===== src/rtl/histo_readout_sched.sv =====
// histo_readout_sched
//
// Reads histogram frames from NUM_CH channels and sends them to one shared
// word serializer. Round-robin arbitration picks the channel. Each frame is
// sent as a header word, then bins 0..NUM_BINS-1, then an optional checksum
// footer.
//
// Optional feature macro: HISTO_CHECKSUM_EN
//   defined   : a checksum accumulator, the FTR state and the footer word exist
//   undefined : frames end after the last bin (BINS -> DONE)
//
// Ports
//   fast_clk_in  in   sole clock, rising edge
//   reset_n      in   asynchronous active-low reset
//   frame_req    in   [NUM_CH]      per-channel "frame ready" level
//   frame_ack    out  [NUM_CH]      one-cycle pulse when the granted frame is sent
//   ch_sel       out  [clog2 NUM_CH] granted channel, steers the bin RAM read mux
//   bin_addr     out  [BIN_ADDR_W]  bin RAM read address
//   bin_data     in   [32]          bin RAM data, valid one cycle after bin_addr
//   ser_data     out  [32]          registered word for the serializer
//   ser_reset    out  hold reset to the serializer (high in IDLE and DONE)
//   ser_done     in   serializer pulse, current word fully shifted out
//   busy         out  high whenever the FSM is not in IDLE
module histo_readout_sched #(
  parameter int          NUM_CH     = 4,
  parameter int          BIN_ADDR_W = 10,
  parameter logic [7:0]  SYNC_BYTE  = 8'hA5
) (
  input  logic                      fast_clk_in,
  input  logic                      reset_n,
  input  logic [NUM_CH-1:0]         frame_req,
  output logic [NUM_CH-1:0]         frame_ack,
  output logic [$clog2(NUM_CH)-1:0] ch_sel,
  output logic [BIN_ADDR_W-1:0]     bin_addr,
  input  logic [31:0]               bin_data,
  output logic [31:0]               ser_data,
  output logic                      ser_reset,
  input  logic                      ser_done,
  output logic                      busy
);

  localparam int                    CH_W       = $clog2(NUM_CH);
  localparam logic [BIN_ADDR_W-1:0] LAST_ADDR  = {BIN_ADDR_W{1'b1}};
  localparam logic [CH_W-1:0]       LAST_CH    = CH_W'(NUM_CH - 1);
  localparam logic [CH_W:0]         NUM_CH_EXT = (CH_W + 1)'(NUM_CH);

`ifdef HISTO_CHECKSUM_EN
  typedef enum logic [2:0] {IDLE, HDR, BINS, FTR, DONE} state_t;
`else
  typedef enum logic [2:0] {IDLE, HDR, BINS, DONE} state_t;
`endif

  state_t                  state_reg;
  logic [CH_W-1:0]         ch_sel_reg;
  logic [CH_W-1:0]         rr_ptr_reg;
  logic [BIN_ADDR_W-1:0]   bin_addr_reg;
  logic [31:0]             ser_data_reg;
  logic [31:0]             prefetch_reg;
  logic                    pf_valid_reg;
  // bit0: address changed last edge; bit1: RAM data for it is now on bin_data
  logic [1:0]              fetch_pipe_reg;
  logic                    last_bin_reg;
  logic [15:0]             frame_cnt_reg;
  logic [NUM_CH-1:0]       frame_ack_reg;
  logic                    ser_reset_reg;
  logic                    busy_reg;
`ifdef HISTO_CHECKSUM_EN
  logic [31:0]             checksum_reg;
`endif

  // Requests rotated so that index 0 is the channel at rr_ptr; the lowest
  // set index of req_rot is then the round-robin winner.
  logic [NUM_CH-1:0]       req_rot;
  logic [CH_W-1:0]         rot_idx [NUM_CH];
  logic [NUM_CH-1:0]       ack_onehot;
  logic [CH_W-1:0]         grant_idx;
  logic [31:0]             header_word;

  genvar gi;
  generate
    for (gi = 0; gi < NUM_CH; gi++) begin : g_ch
      logic [CH_W:0] sum;
      assign sum          = {1'b0, rr_ptr_reg} + (CH_W + 1)'(gi);
      assign rot_idx[gi]  = (sum >= NUM_CH_EXT) ? CH_W'(sum - NUM_CH_EXT) : sum[CH_W-1:0];
      assign req_rot[gi]  = frame_req[rot_idx[gi]];
      assign ack_onehot[gi] = (ch_sel_reg == CH_W'(gi));
    end
  endgenerate

  always_comb begin
    grant_idx = rot_idx[0];
    for (int i = NUM_CH - 1; i >= 0; i--) begin
      if (req_rot[i]) grant_idx = rot_idx[i];
    end
  end

  assign header_word = {SYNC_BYTE, 5'b0, 3'(grant_idx), frame_cnt_reg};

  always_ff @(posedge fast_clk_in or negedge reset_n) begin
    if (!reset_n) begin
      state_reg      <= IDLE;
      ch_sel_reg     <= '0;
      rr_ptr_reg     <= '0;
      bin_addr_reg   <= '0;
      ser_data_reg   <= '0;
      prefetch_reg   <= '0;
      pf_valid_reg   <= 1'b0;
      fetch_pipe_reg <= '0;
      last_bin_reg   <= 1'b0;
      frame_cnt_reg  <= '0;
      frame_ack_reg  <= '0;
      ser_reset_reg  <= 1'b1;
      busy_reg       <= 1'b0;
`ifdef HISTO_CHECKSUM_EN
      checksum_reg   <= '0;
`endif
    end else begin
      frame_ack_reg  <= '0;
      fetch_pipe_reg <= {fetch_pipe_reg[0], 1'b0};
      if (fetch_pipe_reg[1]) begin
        prefetch_reg <= bin_data;
        pf_valid_reg <= 1'b1;
      end

      case (state_reg)
        IDLE: begin
          if (|frame_req) begin
            ch_sel_reg     <= grant_idx;
            ser_data_reg   <= header_word;
            bin_addr_reg   <= '0;
            last_bin_reg   <= 1'b0;
            pf_valid_reg   <= 1'b0;
            fetch_pipe_reg <= 2'b01;
            ser_reset_reg  <= 1'b0;
            busy_reg       <= 1'b1;
            state_reg      <= HDR;
`ifdef HISTO_CHECKSUM_EN
            checksum_reg   <= '0;
`endif
          end
        end

        HDR, BINS: begin
          if (ser_done) begin
            if (state_reg == BINS && last_bin_reg) begin
              // The last bin has just left the serializer.
`ifdef HISTO_CHECKSUM_EN
              ser_data_reg  <= checksum_reg;
              state_reg     <= FTR;
`else
              ser_reset_reg <= 1'b1;
              frame_ack_reg <= ack_onehot;
              state_reg     <= DONE;
`endif
            end else if (pf_valid_reg) begin
              ser_data_reg <= prefetch_reg;
              pf_valid_reg <= 1'b0;
`ifdef HISTO_CHECKSUM_EN
              checksum_reg <= checksum_reg + prefetch_reg;
`endif
              // Address holds on the last bin; no further fetch is issued.
              if (bin_addr_reg == LAST_ADDR) begin
                last_bin_reg <= 1'b1;
              end else begin
                bin_addr_reg   <= bin_addr_reg + 1'b1;
                fetch_pipe_reg <= 2'b01;
              end
              state_reg <= BINS;
            end
          end
        end

`ifdef HISTO_CHECKSUM_EN
        FTR: begin
          if (ser_done) begin
            ser_reset_reg <= 1'b1;
            frame_ack_reg <= ack_onehot;
            state_reg     <= DONE;
          end
        end
`endif

        DONE: begin
          frame_cnt_reg <= frame_cnt_reg + 16'd1;
          rr_ptr_reg    <= (ch_sel_reg == LAST_CH) ? '0 : ch_sel_reg + 1'b1;
          busy_reg      <= 1'b0;
          state_reg     <= IDLE;
        end

        default: begin
          ser_reset_reg <= 1'b1;
          busy_reg      <= 1'b0;
          state_reg     <= IDLE;
        end
      endcase
    end
  end

  assign frame_ack = frame_ack_reg;
  assign ch_sel    = ch_sel_reg;
  assign bin_addr  = bin_addr_reg;
  assign ser_data  = ser_data_reg;
  assign ser_reset = ser_reset_reg;
  assign busy      = busy_reg;

endmodule


===== config.mk =====
export PLATFORM = sky130hd
export DESIGN_NAME = histo_readout_sched
export DESIGN_NICKNAME = d
export VERILOG_FILES = /design/src/rtl/histo_readout_sched.sv
export SDC_FILE = /design/constraint.sdc
export NUM_CORES = 1
export LEC_CHECK = 0
export ABC_AREA = 1
export BUFFER_PORTS_ARGS = -buffer_cell sky130_fd_sc_hd__buf_4
export CAP_MARGIN = 15
export CORE_ASPECT_RATIO = 2
export CORE_MARGIN = 2
export CORE_UTILIZATION = 55
export CTS_CLUSTER_DIAMETER = 100
export DETAILED_ROUTE_END_ITERATION = 8
export PLACE_DENSITY = 0.79
export SETUP_SLACK_MARGIN = 0.05
export SLEW_MARGIN = 25
export SYNTH_ARGS = -nofsm -noshare
export SYNTH_HDL_FRONTEND = slang
export SYNTH_SLANG_ARGS = --single-unit

===== constraint.sdc =====
create_clock -name fast_clk_in -period 2.45 [get_ports fast_clk_in]
set_input_delay 0.3675 -clock fast_clk_in [delete_from_list [all_inputs] [get_ports fast_clk_in]]
set_output_delay 0.3675 -clock fast_clk_in [all_outputs]
set_load 0.005 [all_outputs]

After elaboration in Yosys (flattened, before gate mapping)
Cells that the tools add are included.
- register bits: 107
- input port bits: 39
- output and inout port bits: 50
- word-level logic and storage cells: 120
- $add $sub $neg: 10
- order comparisons: 8
- equality and inequality tests: 15
- mux-type cells: 59
- bitwise gates (word level): 2
- reductions and logical operators: 13
- operators with widths (kind ; count):
    32-bit 2-to-1 mux ; 4
    32-bit one-hot mux with 2 select lines ; 1
    10-bit 2-to-1 mux ; 5
    2-bit 2-to-1 mux ; 14
    10-bit one-hot mux with 2 select lines ; 1
    1-bit 2-to-1 mux ; 17
    16-bit by 1-bit adder with 16-bit output (second input constant) ; 1
    2-bit inequality test (second input constant) ; 7
    2-bit by 3-bit < comparator with 1-bit output (second input constant) ; 4
    3-bit 2-to-1 mux ; 4
    4-bit 2-to-1 mux ; 3
    6-bit AND reduction ; 2
    10-bit by 1-bit adder with 10-bit output (second input constant) ; 1
    10-bit equality test (second input constant) ; 1
    3-bit >= comparator (second input constant) ; 3
    1-bit binary-select mux with 2-bit select ; 4
    2-bit by 1-bit subtractor with 2-bit output (second input constant) ; 4
    2-bit by 2-bit adder with 3-bit output (second input constant) ; 2
    3-bit by 2-bit equality test with 1-bit output (second input constant) ; 2
    1-bit one-hot mux with 2 select lines ; 3
    3-bit one-hot mux with 2 select lines ; 1
    5-bit AND reduction ; 1
    2-bit equality test (second input constant) ; 2
    2-bit one-hot mux with 2 select lines ; 1
    other kinds (17) ; 19

Depth between registers and ports, before layout
Gate-level depths: netlist of the first run.
- depth after elaboration: 11
- gate-level depth with buffers: 13

Worst setup path after synthesis of the first run
OpenSTA, ideal clock, no wires.
- path kind: reg2reg
- start: register state_reg[0]
- end: register bin_addr_reg[6] (netlist: bin_addr[6])
- setup time: 118 ps
- data arrival time: 1576 ps
- required time: 2332 ps
- path slack: 756 ps
- stages on the path, launching flop included: 11
- path buffers: 2
- period minus slack after synthesis: 1694 ps
- cells stage by stage: dfrtp_1 inv_1 ha_1 buf_2 o21ai_1 nand2_1 nor2_4 nand2_4 buf_8 nand2_1 o21ai_2
- longest elaborated chain between the ends: 4
- elaborated cells on any way between the ends: 13
- classes of those cells: eq/ne (7); mux (1); reduce/logical (5)
- RTL lines (what ; line ; RTL):
    start, declared ; 53 ; state_t state_reg;
    start signal, assigned ; 101 ; state_reg <= IDLE;
    start signal, assigned ; 136 ; state_reg <= HDR;
    start signal, assigned ; 153 ; state_reg <= DONE;
    3-bit by 2-bit equality test with 1-bit output or 3-bit by 1-bit equality test with 1-bit output (tied branches) ; 125, 145 ;
    2-bit OR reduction or 1-bit logical AND (tied branches) ; 125, 145 ;
    2-bit inequality test (no source line) or 2-bit nonzero test (tied branches) ; -- ;
    6-bit AND reduction (no source line) ; -- ;
    end signal, assigned ; 165 ; bin_addr_reg <= bin_addr_reg + 1'b1;
    end, declared ; 56 ; logic [BIN_ADDR_W-1:0] bin_addr_reg;
Parallel ways exist; a longest one is shown, timed or not.
A chain may end at the register's enable or synchronous reset.

Final worst setup path of the first run
- start: register state_reg[1]
- end: register frame_cnt_reg[13]
- longest elaborated chain between the ends: 1
- RTL lines (what ; line ; RTL):
    3-bit by 2-bit equality test with 1-bit output ; 125 ; case (state_reg)
    end signal, assigned ; 184 ; frame_cnt_reg <= frame_cnt_reg + 16'd1;
    end, declared ; 63 ; logic [15:0] frame_cnt_reg;
No other way between the ends.

==> flow_summary.toml, run 1 <==
[status]
outcome = "complete, no violations"

[worst_setup_path]
r2r_cells = 8
cp_data_arrival_time_ns = 2.32
cp_top_family = "simple AND/OR/NAND/NOR gates"
crit_type = "reg -> reg"
worst_path_most_repeated_cell = "nand3_1"
cp_num_buf_inv = 1
startpoint_type = "register"
crit_chain = "ha_1 > inv_2 > nor3_2 > nand3_1 > nor2_2 > nand3_1 > nor3b_1 > nor2_1"
crit_slowest_cell = "ha_1"
worstPathMaxFanout = 10
timing.rr.end = "frame_cnt_reg[13]"
r2r_setup_slack_ns = 0.36
crit_required_ns = 2.68
r2r_start = "state_reg[1]"
end_kind = "register"
slowest_delay_ns = 0.42

[finish]
final_cell_mix = "151 x nand2_1, 105 x dfrtp_1, 95 x buf_4, 46 x nor2_1, 37 x inv_1"
antenna-diode-count = 0
area_growth_pct = 21.8
final_nets = 662
nFillCells = 659
drive_gt1_frac = 0.257
final_common_cell = "nand2_1"

[sta]
period_share = 0.854
tightest_slew_ns = 0.530
finalCriticalPeriod_ns = 2.09
tns_ns = 0
slew_violations = 0
timing.fmax_ghz = 0.478
max_slew_margin = 0.647
whs_ns = 0.00352
finalSetupViolations = 0
finalClockSkew_ns = 0.0107
worst_slack_ns = 0.358
rsz0062_at_grt = "no"
hold_violations = 0

[power]
leakagePower_nw = 2.93
ir_drop_v = 0.000800
p_per_area_nw_per_um2 = 1320

[yosys]
syn_area_sq_um = 4860
ys_warn_count = 0
ys_seq_area_frac = 0.546
synth-seq-cells = 106
avgSynthCellArea_sq_um = 9.20
synthDominantCellAreaShare = 0.541
synth_edf_count = 0
synth.area.top_cells = "dfrtp_1 54%, nand2_1 12%, mux2_2 6.0%"
synthFlopType = "dfrtp_1"
synthArstFlopShare = 1.00
synthCells = 528
synth_top_area_cell = "dfrtp_1"
syn-num-nets = 576
yosys.cell_types.count = 33

[clock_network]
clockRootBuffer = "clkbuf_16"
post_cts_buffers = 0
clockBufferDepth = 2
clock_sinks = 106
cts_tree = "done"
htree_levels = 3
cts_resized = 0
clkLatencyLatePin_ns = 0.35
postCtsHoldBufs = 0
clkTransAtPathRegs_ns = 0.07
numCtsBuffers = 9

[global_route]
gr-total-overflow = 0
antenna_found_initial = 0
grt_max_degree = 49
grt_pass1_wl_mm = 17.9
grt_usage = 0.237
grt_pass1_vias = 3847

[die]
die_w_um = 70.5
initial_core_util = 0.566
io-pin-count = 89
die_h_um = 137
row_count = 48
dieArea_sq_um = 9650
coreArea_sq_um = 8590

[detailed_routing]
drt-initial-drc-count = 220
vias = 3810
routedWlPerCell_um = 15.0
wirelength_mm = 10.8
postRouteAntennaNets = 0
drtPass1Iterations = 5
drcViolationCount = 0
avgViaCountPerCell = 5.30

[place]
preCtsSetupSlack_ns = 0.391
gp_congestion = 0.886
hpwl_mm = 7.80
io_buffer_count = 88

[min_path]
hp-class = "in -> async"

[run]
maxCapViolations = 0
-- through the flow --
step	instance area [sq um]	utilization	total power, W	std cells
6_report	5920	0.689	0.00781	719
5_1_grt	5920	0.689	0.00842	719
4_1_cts	5920	0.689	0.00788	719
2_1_floorplan	4860	-	0.00524	528
3_3_place_gp	5610	0.653	0.00623	703
3_5_place_dp	5610	0.653	0.00637	703
-- cell usage after synthesis, types with 3 or more instances --
cell type and count:
nand2_1 151, dfrtp_1 105, nor2_1 46, inv_1 37
mux2_2 26, nand3_1 26, a31oi_1 21, xor2_1 15
o21ai_1 14, o21ai_0 11, clkbuf_1 9, ha_1 9
inv_2 9, buf_2 8, a21oi_1 7, nand4_1 7
xnor2_1 5, buf_4 3, nor3_1 3
-- power by group --
part	switching [W]	internal [W]	leakage, nW
Combinational	0.00206	0.00140	1.46
Clock	0.000654	0.000831	0.150
Sequential	0.000436	0.00244	1.32
Total	0.00315	0.00467	2.93
-- final cells by class --
class	instances	area, sq um	share of cell area
Clock buffer	10	239	0.0404
Clock inverter	6	72.6	0.0123
Inverter	46	173	0.0292
Multi-Input combinational cell	355	1920	0.325
Sequential cell	106	2650	0.449
Tap cell	100	125	0.0211
Timing Repair Buffer	96	733	0.124
-- layer usage --
metal | track usage | wire length, um
met2 | 0.433 | 6030
met3 | 0.0339 | 353
met5 | 0 | 0
met4 | 0.0962 | 208
met1 | 0.274 | 4170
-- logic make-up (layout without fill, tap and decap cells) --
| family | Yosys count | after routing | share of synthesized area |
|---|---|---|---|
| fa+ha+maj | 9 | 9 | 0.0232 |
| mux | 26 | 26 | 0.0603 |
| flops | 106 | 106 | 0.546 |
| simple gates | 246 | 246 | 0.214 |
| buf+inv | 67 | 158 | 0.0585 |
| compound gates | 54 | 54 | 0.0618 |
| xor+xnor | 20 | 20 | 0.0361 |
-- how the worst max path moves through the flow --
stage                             from           endpoint  slack (ns)  depth (start not counted)
final                     state_reg[1]  frame_cnt_reg[13]        0.36                          8
after global routing      state_reg[1]  frame_cnt_reg[13]        0.16                          8
after CTS                 state_reg[1]  frame_cnt_reg[13]        0.35                          8
after detailed placement  state_reg[1]  frame_cnt_reg[13]        0.39                          8
after global placement    state_reg[1]  frame_cnt_reg[13]        0.52                          8
after floorplan           state_reg[0]        bin_addr[6]        0.76                         10
(Power assumes the default switching activity.)
==> run 2, diff against run 1 <==
Settings changed: SKIP_LAST_GASP set to 1.
Clock period 2.45 ns to 2.3 ns, I/O delays scaled along.
==> run 2 against run 1 <==
Against the previous run:
- clock-buffer cell count did not move
- maximum frequency rose by 3.9%
- first-iteration DRC count rose by 8.6%
- power rose by 13%
- global-route usage rose by 0.19 points
- wire length rose by 1.6%
- clock power rose by 22%
- setup slack got worse by 0.071 ns
- critical path type unchanged
==> flow_summary.toml, run 2 (synthesized netlist as in run 1, its figures left out) <==
[status]
outcome = "complete, no violations"

[detailed_routing]
vias = 3836
wirelength_mm = 10.9
drt-initial-drc-count = 239
drtPass1Iterations = 4
postRouteAntennaNets = 0
drcViolationCount = 0
routedWlPerCell_um = 15.1
avgViaCountPerCell = 5.32

[clock_network]
postCtsHoldBufs = 0
numCtsBuffers = 9
clockBufferDepth = 2
cts_resized = 0
cts_tree = "done"
post_cts_buffers = 0
htree_levels = 3
clock_sinks = 106
clkLatencyLatePin_ns = 0.34
clockRootBuffer = "clkbuf_16"
clkTransAtPathRegs_ns = 0.06

[worst_setup_path]
end_kind = "register"
r2r_setup_slack_ns = 0.29
worstPathMaxFanout = 23
r2r_start = "state_reg[1]"
startpoint_type = "register"
crit_required_ns = 2.56
r2r_cells = 9
timing.rr.end = "state_reg[1]"
crit_chain = "inv_1 > ha_1 > buf_4 > inv_2 > o21ai_1 > inv_1 > o21ai_1 > nand2_1 > o21ai_1"
crit_type = "reg -> reg"
cp-startpoint = "state_reg[1]"
cp_data_arrival_time_ns = 2.27
crit_slowest_cell = "dfrtp_1"
crit_end = "state_reg[1]"
slowest_delay_ns = 0.41
worst_path_most_repeated_cell = "o21ai_1"

[place]
io_buffer_count = 88
gp_congestion = 0.860
preCtsSetupSlack_ns = 0.268
hpwl_mm = 7.84

[global_route]
antenna_found_initial = 0
grt_pass1_wl_mm = 18.0
grt_usage = 0.238
grt_max_degree = 51
gr-total-overflow = 0
grt_pass1_vias = 3941

[die]
coreArea_sq_um = 8590
io-pin-count = 89
die_h_um = 137
die_w_um = 70.5
dieArea_sq_um = 9650
initial_core_util = 0.566
row_count = 48

[sta]
finalSetupViolations = 0
period_share = 0.875
rsz0062_at_grt = "no"
slew_violations = 0
tns_ns = 0
timing.fmax_ghz = 0.497
finalCriticalPeriod_ns = 2.01
finalClockSkew_ns = 0.00473
worst_slack_ns = 0.287
tightest_slew_ns = 0.655
hold_violations = 0
max_slew_margin = 0.564

[power]
p_per_area_nw_per_um2 = 1460
ir_drop_v = 0.000830
leakagePower_nw = 2.98

[finish]
antenna-diode-count = 0
final_nets = 665
drive_gt1_frac = 0.258
final_common_cell = "nand2_1"
final_cell_mix = "151 x nand2_1, 105 x dfrtp_1, 95 x buf_4, 46 x nor2_1, 37 x inv_1"
area_growth_pct = 24.0
fin_util = 0.701

[min_path]
hp-class = "in -> async"

[run]
maxCapViolations = 0
-- run 2: cell types whose count changed in the layout (fill, tap and decap cells not counted) --
| cell | change |
|---|---|
| buf_12 | +3 |
| bufinv_16 | +3 |
| clkbuf_1 | +1 |
| clkbuf_8 | -1 |
| clkinv_4 | -2 |
| inv_6 | -2 |
-- run 2: metrics by stage --
step                hold WS (ns)  cells  total power, W  area, sq um
detailed placement         0.426    704         0.00686         5640
global placement           0.413    704         0.00666         5640
finish                    0.0366    721         0.00880         6020
global route              0.0914    721         0.00944         6020
CTS                       0.0607    719         0.00872         5990
floorplan                 0.0494    528         0.00558         4860
-- run 2: cell type report --
class | count | area, sq um
fill | 636 | 2570
timing repair buffer | 99 | 793
inverter | 46 | 173
multi-input combinational | 355 | 1920
sequential | 106 | 2650
clock inverter | 5 | 128
clock buffer | 10 | 229
tap | 100 | 125
-- run 2: power breakdown --
group	total, W	internal (W)	switching [W]
Sequential	0.00307	0.00260	0.000466
Clock	0.00182	0.00117	0.000647
Combinational	0.00391	0.00166	0.00226
-- run 2: per-layer routing --
layer / wire, um / share of wire / global-route usage
met4: 340 / 0.031 / 0.115
met5: 0 / 0 / 0
met3: 418 / 0.038 / 0.0442
met1: 4020 / 0.37 / 0.266
met2: 6150 / 0.56 / 0.430
-- run 2: critical path: cells and delay by family, from the launching register on --
kind / cells / cell delay (ns)
AOI/OAI and AO/OA: 3 / 0.45
adders and majority gates: 1 / 0.33
buffers and inverters: 4 / 0.64
DFF: 1 / 0.41
and+or+nand+nor: 1 / 0.08
-- run 2: how the worst min path moves through the flow --
stage | endpoint | slack, ns | depth (start not counted)
global route | ser_data[4] | 0.09 | 1
global placement | prefetch_reg[6] | 0.41 | 1
finish | prefetch_reg[6] | 0.04 | 1
floorplan | bin_addr[0] | 0.05 | 0
CTS | ser_data[4] | 0.06 | 1
detailed placement | prefetch_reg[6] | 0.43 | 1
